===== config.mk =====
export PLATFORM = sky130hd
export DESIGN_NAME = regfile_wb_arbiter
export DESIGN_NICKNAME = d
export VERILOG_FILES = /design/src/rtl/wb_pkg.sv /design/src/rtl/wb_queue.sv /design/src/rtl/regfile_wb_arbiter.sv
export SDC_FILE = /design/constraint.sdc
export NUM_CORES = 1
export LEC_CHECK = 0
export BUFFER_PORTS_ARGS = -buffer_cell sky130_fd_sc_hd__buf_4
export CELL_PAD_IN_SITES_DETAIL_PLACEMENT = 1
export CELL_PAD_IN_SITES_GLOBAL_PLACEMENT = 1
export CORE_ASPECT_RATIO = 1.4
export CORE_MARGIN = 2
export CORE_UTILIZATION = 48
export CTS_CLUSTER_DIAMETER = 100
export DETAILED_ROUTE_END_ITERATION = 10
export MAX_ROUTING_LAYER = met4
export PLACE_DENSITY_LB_ADDON = 0.1
export SLEW_MARGIN = 20
export SYNTH_ARGS = -nofsm -noshare
export SYNTH_HDL_FRONTEND = slang
export SYNTH_SLANG_ARGS = --single-unit

===== constraint.sdc =====
create_clock -name i_clk -period 13.6 [get_ports i_clk]
set_input_delay 2.72 -clock i_clk [delete_from_list [all_inputs] [get_ports i_clk]]
set_output_delay 2.72 -clock i_clk [all_outputs]
set_load 0.03 [all_outputs]

===== src/rtl/wb_pkg.sv =====
// Shared types and helpers for the register-file write-back arbiter and its per-source queues.
package wb_pkg;
    localparam int NPORTS    = 4;
    localparam int WB_ADDR_W = 5;
    localparam logic [WB_ADDR_W-1:0] ADDR_ZERO = '0;

    typedef struct packed {
        logic [WB_ADDR_W-1:0] waddr;
        logic [31:0]          wdata;
    } wb_entry_t;

    function automatic int clog2(input int n);
        int r;
        r = 0;
        while ((1 << r) < n) r++;
        return r;
    endfunction
endpackage


===== src/rtl/wb_queue.sv =====
// Per-source result FIFO; pointers carry one extra wrap bit so full and empty are distinguishable.
module wb_queue
    import wb_pkg::*;
#(
    parameter int DEPTH = 2,
    parameter int DW    = $bits(wb_entry_t)
)(
    input  logic          i_clk,
    input  logic          i_rst_n,
    input  logic          push,
    input  logic          pop,
    input  logic [DW-1:0] wr_entry,
    output logic [DW-1:0] head,
    output logic          full,
    output logic          empty
);
    localparam int AW = clog2(DEPTH);

    logic [AW:0]   wr_ptr_reg;
    logic [AW:0]   rd_ptr_reg;
    logic [DW-1:0] mem [DEPTH];

    always_ff @(posedge i_clk or negedge i_rst_n) begin
        if (!i_rst_n) begin
            wr_ptr_reg <= '0;
            rd_ptr_reg <= '0;
        end else begin
            if (push) wr_ptr_reg <= wr_ptr_reg + (AW+1)'(1);
            if (pop)  rd_ptr_reg <= rd_ptr_reg + (AW+1)'(1);
        end
    end

    always_ff @(posedge i_clk) begin
        if (push) mem[wr_ptr_reg[AW-1:0]] <= wr_entry;
    end

    // Head is read combinationally so the selector sees it in the cycle after the push.
    assign head  = mem[rd_ptr_reg[AW-1:0]];
    assign empty = (wr_ptr_reg == rd_ptr_reg);
    assign full  = (wr_ptr_reg[AW] != rd_ptr_reg[AW]) &&
                   (wr_ptr_reg[AW-1:0] == rd_ptr_reg[AW-1:0]);
endmodule


===== src/rtl/regfile_wb_arbiter.sv =====
// Write-back front end: per-source queues, round-robin selector for 4 register-file write ports.
// Optional same-cycle bypass of empty queues is enabled by defining WB_BYPASS_EN.
module regfile_wb_arbiter
    import wb_pkg::*;
#(
    parameter int WIDTH = WB_ADDR_W,
    parameter int NSRC  = 6,
    parameter int DEPTH = 2
)(
    input  logic                    i_clk,
    input  logic                    i_rst_n,
    input  logic [NSRC-1:0]         i_valid,
    output logic [NSRC-1:0]         o_ready,
    input  logic [NSRC*WIDTH-1:0]   i_waddr,
    input  logic [NSRC*32-1:0]      i_wdata,
    output logic [NPORTS-1:0]       o_we,
    output logic [NPORTS*WIDTH-1:0] o_waddr,
    output logic [NPORTS*32-1:0]    o_wdata,
    output logic                    o_busy
);
    localparam int SW = clog2(NSRC);
    localparam int CW = clog2(NPORTS) + 1;

    wb_entry_t         in_ent   [NSRC];
    wb_entry_t         head_ent [NSRC];
    wb_entry_t         cand_ent [NSRC];
    logic [NSRC-1:0]   q_full, q_empty, q_push, q_pop;
    logic [NSRC-1:0]   accept, cand_vld, chosen;
    logic              live_reg;
    logic [SW-1:0]     rr_reg, rr_next, last_src, src;
    logic [CW-1:0]     sel_cnt;
    logic              conflict;
    logic [NPORTS-1:0] port_vld;
    wb_entry_t         port_ent [NPORTS];
    logic [NPORTS-1:0] we_reg;
    wb_entry_t         out_reg  [NPORTS];

    genvar gi;
    generate
        for (gi = 0; gi < NSRC; gi++) begin : g_src
            assign in_ent[gi] = {i_waddr[gi*WIDTH +: WIDTH], i_wdata[gi*32 +: 32]};
            assign accept[gi] = i_valid[gi] & o_ready[gi];
`ifdef WB_BYPASS_EN
            // An empty queue offers the incoming result directly; it is queued only if not taken.
            assign cand_vld[gi] = !q_empty[gi] || accept[gi];
            assign cand_ent[gi] = q_empty[gi] ? in_ent[gi] : head_ent[gi];
            assign q_push[gi]   = accept[gi] && !(chosen[gi] && q_empty[gi]);
            assign q_pop[gi]    = chosen[gi] && !q_empty[gi];
`else
            assign cand_vld[gi] = !q_empty[gi];
            assign cand_ent[gi] = head_ent[gi];
            assign q_push[gi]   = accept[gi];
            assign q_pop[gi]    = chosen[gi];
`endif
            wb_queue #(.DEPTH(DEPTH), .DW($bits(wb_entry_t))) u_queue (
                .i_clk    (i_clk),
                .i_rst_n  (i_rst_n),
                .push     (q_push[gi]),
                .pop      (q_pop[gi]),
                .wr_entry (in_ent[gi]),
                .head     (head_ent[gi]),
                .full     (q_full[gi]),
                .empty    (q_empty[gi])
            );
        end
    endgenerate

    // Scan from rr with wrap; a head whose address is already taken this cycle stays queued.
    always_comb begin
        src      = rr_reg;
        last_src = rr_reg;
        sel_cnt  = '0;
        chosen   = '0;
        port_vld = '0;
        conflict = 1'b0;
        for (int p = 0; p < NPORTS; p++) port_ent[p] = '0;
        for (int k = 0; k < NSRC; k++) begin
            conflict = 1'b0;
            for (int p = 0; p < NPORTS; p++) begin
                if (port_vld[p] && (port_ent[p].waddr == cand_ent[src].waddr)) conflict = 1'b1;
            end
            if (cand_vld[src] && !conflict && (sel_cnt != CW'(NPORTS))) begin
                chosen[src]               = 1'b1;
                port_vld[sel_cnt[CW-2:0]] = 1'b1;
                port_ent[sel_cnt[CW-2:0]] = cand_ent[src];
                sel_cnt                   = sel_cnt + CW'(1);
                last_src                  = src;
            end
            src = (src == SW'(NSRC-1)) ? '0 : src + SW'(1);
        end
    end

    assign rr_next = (|chosen) ? ((last_src == SW'(NSRC-1)) ? '0 : last_src + SW'(1)) : rr_reg;

    always_ff @(posedge i_clk or negedge i_rst_n) begin
        if (!i_rst_n) begin
            live_reg <= 1'b0;
            rr_reg   <= '0;
            we_reg   <= '0;
            for (int p = 0; p < NPORTS; p++) out_reg[p] <= '0;
        end else begin
            live_reg <= 1'b1;
            rr_reg   <= rr_next;
            for (int p = 0; p < NPORTS; p++) begin
                // Address-zero entries consume a slot but never reach the register file.
                we_reg[p] <= port_vld[p] && (port_ent[p].waddr != ADDR_ZERO);
                if (port_vld[p] && (port_ent[p].waddr != ADDR_ZERO)) out_reg[p] <= port_ent[p];
            end
        end
    end

    generate
        for (gi = 0; gi < NPORTS; gi++) begin : g_port
            assign o_waddr[gi*WIDTH +: WIDTH] = out_reg[gi].waddr;
            assign o_wdata[gi*32 +: 32]       = out_reg[gi].wdata;
        end
    endgenerate

    assign o_we    = we_reg;
    assign o_ready = ~q_full & {NSRC{live_reg}};
    assign o_busy  = (~&q_empty) | (|we_reg);
endmodule


==> results.ini <==
[run_status]
status=complete, no violations

[routing]
vias=36200
postRouteAntennaNets=0
wl_per_cell_um=32.9
routed_wl_mm=179
vias_per_cell=6.65
drc_errors=0
detail_route.first_pass.iterations=7
drtIter0Drc=2598

[cts]
cts-buffers-inserted=67
post_cts_buffers=0
cts-hold-fix-buffers=0
clk-insertion-delay-late_ns=0.68
clock-sinks=624
cts_resized=0
root_buffer=clkbuf_16
htree_levels=3
cts_tree=built
cts.path.max_buffers=3
clkTransAtPathRegs_ns=0.07

[sta]
slew_headroom=0.188
tightest_slew_ns=1.22
rsz0062_at_grt=false
setup_tns_ns=0
max_freq_mhz=84.2
drv_slew=0
hold_viol_final=0
setup_viol=0
fin_crit_sh=0.873
fin_skew_ns=0.0475
period_minus_slack_ns=11.88

[logic_synthesis]
synth.avg_cell_area_um2=9.89
yosysTopAreaCellShare=0.326
syn_area_um2=40900
synthCells=4129
synth_seq_cells=624
synth-edff-count=444
synth_area_leaders=edfxtp_1 33%, mux2i_1 12%, dfrtp_1 11%
ys_seq_area_frac=0.437
synth_most_common_cell=nand2_1
async_flop_share=0.288
synth.distinct_cells=104
synth.net_count=4370
ys.warnings.count=0
synth_top_cell_by_area=edfxtp_1
synthFlopType=edfxtp_1
netlist_top_cells_count=552 x nand2_1, 489 x mux2i_1, 444 x edfxtp_1, 301 x a21oi_1, 253 x clkbuf_1

[critical_path]
critical_path.startpoint_type=flip-flop
worstPathMaxFanout=63
r2r_cells=35
crit-reg2reg-launch=rr_reg[1]
slowest_delay_ns=0.92
worstPathRequired_ns=14.12
cp_common_cell=ha_1
path_class=reg -> reg
reg2reg_slack_ns=1.72
slowest_stage=dfrtp_4
end_kind=flip-flop
r2r_end=o_wdata[44]
worstPathArrival_ns=12.40

[flow_run]
cap_violations=0

[layout]
largest_reg_flops=444
fin_util=0.555
nets=4543
drive_gt1_frac=0.188
synthToLayoutAreaGrowth_pct=14.6
nFillCells=9277

[floorplanning]
die_area_um2=87500
die_h_um=349
num_rows=126
die_w_um=251
ioPinCount=389
initial_utilization=0.484
design.core.area_um2=84300

[grt]
grt_pass1_wl_mm=258
grtUsageTotal=0.420
grt_pass1_vias=38800
antenna_found_initial=4
overflow=0
grt_max_degree=93

[place]
port_buffers=388
hpwl_mm=133
gp_congestion=1.00

[worst_hold_path]
min_from=o_wdata[15]
hold-path-cell-count=1
holdPathEnd=o_wdata[15]
hold_path_class=reg -> reg

## layout make-up
type | count | area [µm²] | area share
multi-input cells | 3112 | 21500 | 0.460
flip-flops and latches | 624 | 17900 | 0.382
repair buffers | 464 | 3560 | 0.0762
clock buffers | 85 | 1810 | 0.0386
well taps | 1088 | 1360 | 0.0291
clock inverters | 39 | 531 | 0.0113
inverters | 33 | 134 | 0.00286
diodes | 3 | 7.51 | 0.000160
## layer usage
| metal | vias up | wire (µm) | track usage |
|---|---|---|---|
| met3 | 745 | 7830 | 0.0658 |
| li1 | 15900 | - | - |
| met1 | 18200 | 55100 | 0.365 |
| met5 | - | 0 | - |
| met2 | 1395 | 94200 | 0.747 |
| met4 | 0 | 22200 | 0.434 |
## metrics by stage
step / std cells / hold slack [ns] / worst slack [ns] / instance area, µm²
final: 5448 / 0.490 / 1.72 / 46800
after global routing: 5448 / 0.517 / 1.07 / 46800
after CTS: 5443 / 0.495 / 1.75 / 46700
after detailed placement: 5319 / 0.477 / 1.81 / 44400
after global placement: 5317 / 0.476 / 2.19 / 44300
after floorplan: 4129 / 0.460 / 4.20 / 40900
## worst max-delay path by stage
stage                          from           end  slack [ns]  cells past startpoint
after floorplan           rr_reg[1]  o_wdata[108]        4.20                     41
after detailed placement  rr_reg[1]  o_wdata[107]        1.81                     36
final                     rr_reg[1]   o_wdata[44]        1.72                     35
after global routing      rr_reg[1]   o_wdata[48]        1.07                     35
after global placement    rr_reg[1]   o_wdata[94]        2.19                     36
after CTS                 rr_reg[1]  o_wdata[113]        1.75                     36
## cell usage in the layout, fill, tap and decap left out, types with 31 or more instances in the layout
cell type and count:
and2_1 101, o221ai_1 47, mux2_1 66, mux2i_1 483, o31a_1 31, o21ai_0 167, o211ai_1 82, clkbuf_16 69
a31o_2 33, xnor2_1 64, a21oi_1 299, dfrtp_1 171, a221oi_1 37, nand3_1 93, mux2_2 102, a211oi_1 242
nor2_1 227, nand2_1 551, edfxtp_1 444, buf_4 458, and3_1 38, nor3_1 119
## critical path, delay by kind of cell, from the launching register on
family                     cells  cell delay, ns
muxes                          4            1.71
adders and majority gates      3            0.81
buffers and inverters          4            1.25
AOI/OAI and AO/OA             14            3.28
and+or+nand+nor                8            2.69
xor gates and xnor gates       2            0.95
DFF                            1            0.92
## logic make-up (layout without fill, tap and decap cells)
| group | count (synthesis) | after routing | synth area share |
|---|---|---|---|
| AO/OA/AOI/OAI | 1096 | 1096 | 0.182 |
| AND/OR/NAND/NOR | 1226 | 1226 | 0.135 |
| flip-flops | 624 | 624 | 0.437 |
| adder cells (fa/ha/maj) | 11 | 11 | 0.00337 |
| buffers and inverters | 393 | 621 | 0.0406 |
| other | 1 | 4 | 0.0000918 |
| XOR/XNOR | 89 | 89 | 0.0191 |
| multiplexers | 689 | 689 | 0.183 |
Power is not shown: default switching activity piles up to over one toggle a cycle in this logic, so the estimate is an artifact.
